**src/rtl/mmio_cmd_fifo_bank.sv**
```systemverilog
// Bank of NUM_CH memory-mapped command FIFOs: CPU stores push words, each channel
// drains to its accelerator over valid/ready, with per-channel STATUS/CTRL registers.
module mmio_cmd_fifo_bank #(
   parameter int unsigned NUM_CH   = 4,
   parameter int unsigned DEPTH    = 8,
   parameter int unsigned DATA_W   = 32,
   parameter logic [3:0]  BASE_NIB = 4'h8
) (
   input  logic                     clk,
   input  logic                     rst,
   input  logic                     stall,
   input  logic                     wr_en,
   input  logic                     rd_en,
   input  logic [31:0]              addr,
   input  logic [31:0]              wdata,
   output logic [31:0]              rdata,
   output logic [NUM_CH-1:0]        ch_valid,
   output logic [NUM_CH*DATA_W-1:0] ch_data,
   input  logic [NUM_CH-1:0]        ch_ready,
   output logic                     ovf_any
);

   localparam int unsigned AW = (DEPTH > 1) ? $clog2(DEPTH) : 1;
   localparam int unsigned CW = AW + 1;
   localparam logic [4:0]  NUM_CH_W = 5'(NUM_CH);

   localparam logic [1:0] REG_DATA   = 2'd0;
   localparam logic [1:0] REG_STATUS = 2'd1;
   localparam logic [1:0] REG_CTRL   = 2'd2;

   logic       hit;
   logic       acc;
   logic [3:0] ch_sel;
   logic [1:0] reg_sel;
   logic       ch_ok;
   logic       data_wr;
   logic       ctrl_wr;
   logic       status_rd;

   logic [31:0]       status_w [NUM_CH];
   logic [31:0]       rd_word;
   logic [NUM_CH-1:0] ovf_vec;

   logic unused_bits;
   assign unused_bits = ^{addr[27:8], addr[1:0], wdata};

   assign hit       = (addr[31:28] == BASE_NIB);
   assign acc       = ~stall & hit;
   assign ch_sel    = addr[7:4];
   assign reg_sel   = addr[3:2];
   assign ch_ok     = ({1'b0, ch_sel} < NUM_CH_W);
   assign data_wr   = acc & wr_en & ch_ok & (reg_sel == REG_DATA);
   assign ctrl_wr   = acc & wr_en & ch_ok & (reg_sel == REG_CTRL);
   assign status_rd = ch_ok & (reg_sel == REG_STATUS);

   for (genvar g = 0; g < NUM_CH; g++) begin : g_ch
      logic [DATA_W-1:0] mem [DEPTH];
      logic [AW-1:0]     wr_ptr;
      logic [AW-1:0]     rd_ptr;
      logic [CW-1:0]     count;
      logic              ovf_r;
      logic              sel;
      logic              push_req;
      logic              flush;
      logic              clr_ovf;
      logic              full;
      logic              empty;
      logic              pop;
      logic              push_ok;
      logic              ovf_set;

      assign sel      = (ch_sel == 4'(g));
      assign push_req = data_wr & sel;
      assign flush    = ctrl_wr & sel & wdata[0];
      assign clr_ovf  = ctrl_wr & sel & wdata[1];
      assign full     = (count == CW'(DEPTH));
      assign empty    = (count == '0);
      // Flush overrides a same-cycle pop; a full channel still accepts when it pops.
      assign pop      = ~empty & ch_ready[g] & ~flush;
      assign push_ok  = push_req & (~full | pop);
      assign ovf_set  = push_req & full & ~pop;

      always_ff @(posedge clk) begin
         if (push_ok) mem[wr_ptr] <= wdata[DATA_W-1:0];
      end

      always_ff @(posedge clk or negedge rst) begin
         if (!rst) begin
            wr_ptr <= '0;
            rd_ptr <= '0;
            count  <= '0;
            ovf_r  <= 1'b0;
         end else begin
            if (flush) begin
               wr_ptr <= '0;
               rd_ptr <= '0;
               count  <= '0;
            end else begin
               if (push_ok) wr_ptr <= wr_ptr + AW'(1);
               if (pop)     rd_ptr <= rd_ptr + AW'(1);
               count <= count + CW'(push_ok) - CW'(pop);
            end
            if (clr_ovf)      ovf_r <= 1'b0;
            else if (ovf_set) ovf_r <= 1'b1;
         end
      end

      assign ch_valid[g]                  = ~empty;
      assign ch_data[g*DATA_W +: DATA_W]  = mem[rd_ptr];
      assign ovf_vec[g]                   = ovf_r;
      assign status_w[g] = {16'b0, 8'(count), 5'b0, ovf_r, full, empty};
   end

   always_comb begin
      rd_word = '0;
      for (int unsigned i = 0; i < NUM_CH; i++) begin
         if (status_rd && (ch_sel == 4'(i))) rd_word = status_w[i];
      end
   end

   always_ff @(posedge clk or negedge rst) begin
      if (!rst) rdata <= '0;
      else if (acc & rd_en) rdata <= rd_word;
   end

   assign ovf_any = |ovf_vec;

endmodule

```
**config.mk**
```make
export PLATFORM = sky130hd
export DESIGN_NAME = mmio_cmd_fifo_bank
export DESIGN_NICKNAME = d
export VERILOG_FILES = /design/src/rtl/mmio_cmd_fifo_bank.sv
export SDC_FILE = /design/constraint.sdc
export NUM_CORES = 1
export LEC_CHECK = 0
export BUFFER_PORTS_ARGS = -buffer_cell sky130_fd_sc_hd__buf_2
export CAP_MARGIN = 10
export CORE_UTILIZATION = 50
export DETAILED_ROUTE_END_ITERATION = 6
export GPL_TIMING_DRIVEN = 0
export PLACE_DENSITY = 0.7
export SLEW_MARGIN = 20
export SYNTH_ARGS = -nofsm -noshare
export SYNTH_HDL_FRONTEND = slang
export SYNTH_SLANG_ARGS = --single-unit
```
**constraint.sdc**
```tcl
create_clock -name clk -period 4.39 [get_ports clk]
set_clock_uncertainty 0.2 [all_clocks]
set_input_delay 0.439 -clock clk [delete_from_list [all_inputs] [get_ports clk]]
set_output_delay 0.439 -clock clk [all_outputs]
set_load 0.02 [all_outputs]
```
==> flow_summary_export.csv <==
group,metric,value,unit
synthesis,synth-edff-count,1024,
pwr,seq_power_share,39.8,%
clocking,cts_made_buffers,103,
global_routing,grt_start_max_net_pins,52,
global_routing,grt_use_total,22.5,%
clocking,clk_root_buffer_cell,"clkbuf_16",
synthesis,asyncSetResetFlopFracSynth,4.74,%
outcome,status,"finished, final reports clean",
global_routing,grt-ovfl-total,0,
synthesis,flip_flop_and_latch_count_after_synthesis,1075,
clocking,clkTransAtPathRegs,0.06,ns
die,die_w,292,µm
global_routing,initial_antenna_violation_count,7,
detailed_routing,detail_route.vias_per_cell,5.91,
synthesis,synth-seq-area-share,76.2,%
layout,syn_to_final_growth,16.5,%
pwr,combPwrFrac,30.6,%
pwr,power_switching_share,30.4,%
timing,fin_crit_sh,87.1,%
clocking,postCtsSetupRepairBufs,0,
clocking,max-clock-path-buffers,3,
clocking,post_cts.resized_instances,0,
synthesis,postSynthCellCount,1875,
placement,gp_congestion,0.854,
detailed_routing,avgRoutedWirePerCell,27.6,µm
die,initial_core_util,50.9,%
layout,diodes,0,
pwr,powerDensity,591,nW/µm²
die,core_footprint,82600,µm²
pwr,max-vdd-ir-drop,0.352,mV
die,vertical_die_dimension,292,µm
pwr,switchingPower,8800,µW
detailed_routing,antenna_left,0,
die,die_area,85200,µm²
detailed_routing,detailedRoute.firstPassIterationCount,7,
pwr,power_leakage,0.0161,µW
timing,fin_setup_tns,0,ns
layout,drive_gt1_share,38.1,%
layout,finalNetCount,2372,
timing,setup-violations-final,0,
pwr,p_int,20100,µW
timing,rsz0062_at_grt,"no",
die,row_cnt,105,
synthesis,synth_flop_cell,"edfxtp_1",
layout,stdcell_area,49000,µm²
worst_setup_path,worstPathArrival,3.18,ns
global_routing,grt_pass1_wl,139000,µm
clocking,numClockSinks,1075,
synthesis,syn-mean-instance-area,22.4,µm²
job,drv.max_cap_violation_count,0,
timing,tightest_pin_transition,0.954,ns
detailed_routing,detail_route.drc_violations,0,
synthesis,yosysWarnings,0,
timing,worst_slew_margin_rel,36.4,%
placement,place.port_buffers,190,
worst_setup_path,worstPathMaxFanout,10,
detailed_routing,wl,94200,µm
worst_setup_path,worst_ep_required_time,3.75,ns
timing,period_minus_slack,3.82,ns
pwr,clock_power_share,29.5,%
synthesis,post_synth_instance_area,42000,µm²
min_path,worstHoldPathType,"in2reg",
layout,seq_area,32000,µm²
placement,dp.final_hpwl,60300,µm
worst_setup_path,nature_of_the_critical_path_endpoint,"primary output",
global_routing,first_global_vias,21130,
die,io_pins,238,
layout,multi_input_comb_area,9730,µm²
worst_setup_path,startpoint_type_of_the_worst_setup_path,"register",
timing,finalHoldViolCount,0,
timing,report.final.slew_viol_count,0,
clocking,clock_insertion_delay_worst_skew,0.67,ns
clocking,tritoncts_clock_tree,"done",
timing,whs,0.0355,ns
timing,fmax,262,MHz
layout,fillCellCount,5803,
synthesis,netlist-cell-type-count,62,
placement,postPlaceCellArea,45600,µm²
worst_setup_path,setup.worst_path.class,"reg2out",
clocking,cts_max_level,3,
detailed_routing,dr_total_vias,20211,
detailed_routing,drtIter0Drc,1929,
layout,final_core_occ,59.2,%
==> final timing paths <==
path                                                from                             to  slack (ns)  cells after the start
setup / recovery           g_ch[0].rd_ptr[1]$_DFFE_PN0P_                    ch_data[23]        0.57                      5
hold / removal                               ch_ready[2]  g_ch[2].rd_ptr[2]$_DFFE_PN0P_        0.04                      4
setup reg to reg              g_ch[3].count[2]$_DFF_PN0_   g_ch[3].mem[1][19]$_DFFE_PP_        1.03                      8
hold reg to reg                     rdata[1]$_DFFE_PN0P_           rdata[1]$_DFFE_PN0P_        0.30                      1
max in group asynchronous                            rst  g_ch[3].rd_ptr[0]$_DFFE_PN0P_        3.29                      2
min in group asynchronous                            rst     g_ch[0].count[0]$_DFF_PN0_        0.19                      2
==> power by group through the flow <==
stage,Clock [µW],Combinational [µW],Sequential (µW)
after global routing,9030,9490,11500
after floorplan,0,6270,11700
final,8550,8860,11500
after CTS,8670,9070,11500
after global placement,0,8910,11700
after detailed placement,0,9010,11700
==> synthesized netlist by cell type, types with 4 or more instances <==
| cell | n | share of area (%) |
|---|---|---|
| edfxtp_1 | 1024 | 73 |
| mux4_2 | 262 | 14 |
| mux2_2 | 128 | 3.4 |
| clkbuf_1 | 52 | 0.46 |
| dfrtp_1 | 51 | 3.0 |
| nor2_1 | 45 | 0.40 |
| ha_1 | 29 | 0.86 |
| buf_2 | 27 | 0.32 |
| buf_4 | 26 | 0.46 |
| nand2_1 | 23 | 0.21 |
| a21oi_1 | 20 | 0.24 |
| inv_1 | 18 | 0.16 |
| nand3_1 | 16 | 0.19 |
| o21ai_0 | 11 | 0.13 |
| nand2b_1 | 10 | 0.15 |
| nor3_1 | 10 | 0.12 |
| xnor2_1 | 9 | 0.19 |
| nor2b_1 | 8 | 0.12 |
| xor2_1 | 7 | 0.15 |
| nand4_1 | 6 | 0.089 |
| a22o_1 | 5 | 0.10 |
| nand3_2 | 5 | 0.12 |
| a21o_1 | 4 | 0.071 |
| fa_1 | 4 | 0.19 |
| nor3_2 | 4 | 0.095 |
| nor3b_1 | 4 | 0.071 |
| or3_1 | 4 | 0.060 |
| or3b_1 | 4 | 0.083 |
| or4_1 | 4 | 0.071 |
==> repair_timing <==
item | 4_1_cts | 5_1_grt
endpoints found under the hold margin | 64 | 0
endpoints found under the setup margin | 0 | 0
hold buffers | 8 | 0
==> sequential cells by signal, summed over array words and instances, names as in the netlist <==
signal	cells
g_ch.count	16
g_ch.rd_ptr	12
g_ch.mem	1024
rdata	7
g_ch.ovf_r	4
g_ch.wr_ptr	12
==> cell families (layout without fill, tap and decap cells) <==
group | Yosys count | after routing | share of synthesized area (%)
AOI/OAI and AO/OA | 60 | 60 | 0.914
xor gates and xnor gates | 16 | 16 | 0.333
adders and majority gates | 33 | 33 | 1.05
buffers and inverters | 125 | 574 | 1.43
DFF | 1075 | 1075 | 76.2
muxes | 393 | 393 | 17.5
other | 1 | 25 | 0.00892
and+or+nand+nor | 172 | 172 | 2.54
==> placed cells by master (no fill, tap or decap), types with 25 or more instances in the layout <==
cell,instances
ha_1,29
clkbuf_1,71
edfxtp_1,1024
dfrtp_1,51
mux4_2,262
mux2_2,128
buf_4,48
buf_2,216
conb_1,25
clkbuf_16,104
==> worst max-delay path: stages (launching register included) <==
cell	delay [ns]
dfrtp_1	0.45
clkbuf_1	0.53
clkbuf_1	0.61
mux4_2	0.40
mux2_2	0.34
buf_2	0.18
==> metal layers <==
metal  vias to the layer above  part of all wire [%]  wire length (µm)  global-route usage (%)
met1                     10834                    41             38200                    30.4
li1                       8575                     -                 -                       -
met3                       116                   5.7              5370                    2.90
met4                         4                   2.6              2410                    6.88
met2                       682                    51             48200                    38.4
met5                         -                 0.021                20                       0
==> per-stage QoR <==
stage	cells	setup slack (ns)	power, µW
2_1_floorplan	1899	0.0230	17900
3_3_place_gp	3159	-2.77	20600
3_5_place_dp	3223	0.452	20800
4_1_cts	3418	0.516	29300
5_1_grt	3418	0.484	30100
6_report	3418	0.567	28900
==> cell type report <==
| type | count | area share, % |
|---|---|---|
| repair buffers | 262 | 4.13 |
| clock buffers | 123 | 5.46 |
| plain buffers | 107 | 1.09 |
| flip-flops and latches | 1075 | 65.4 |
| clock inverters | 64 | 1.16 |
| multi-input cells | 699 | 19.9 |
| inverters | 18 | 0.138 |
| well taps | 1070 | 2.73 |
Power figures use the tool's default switching activity.
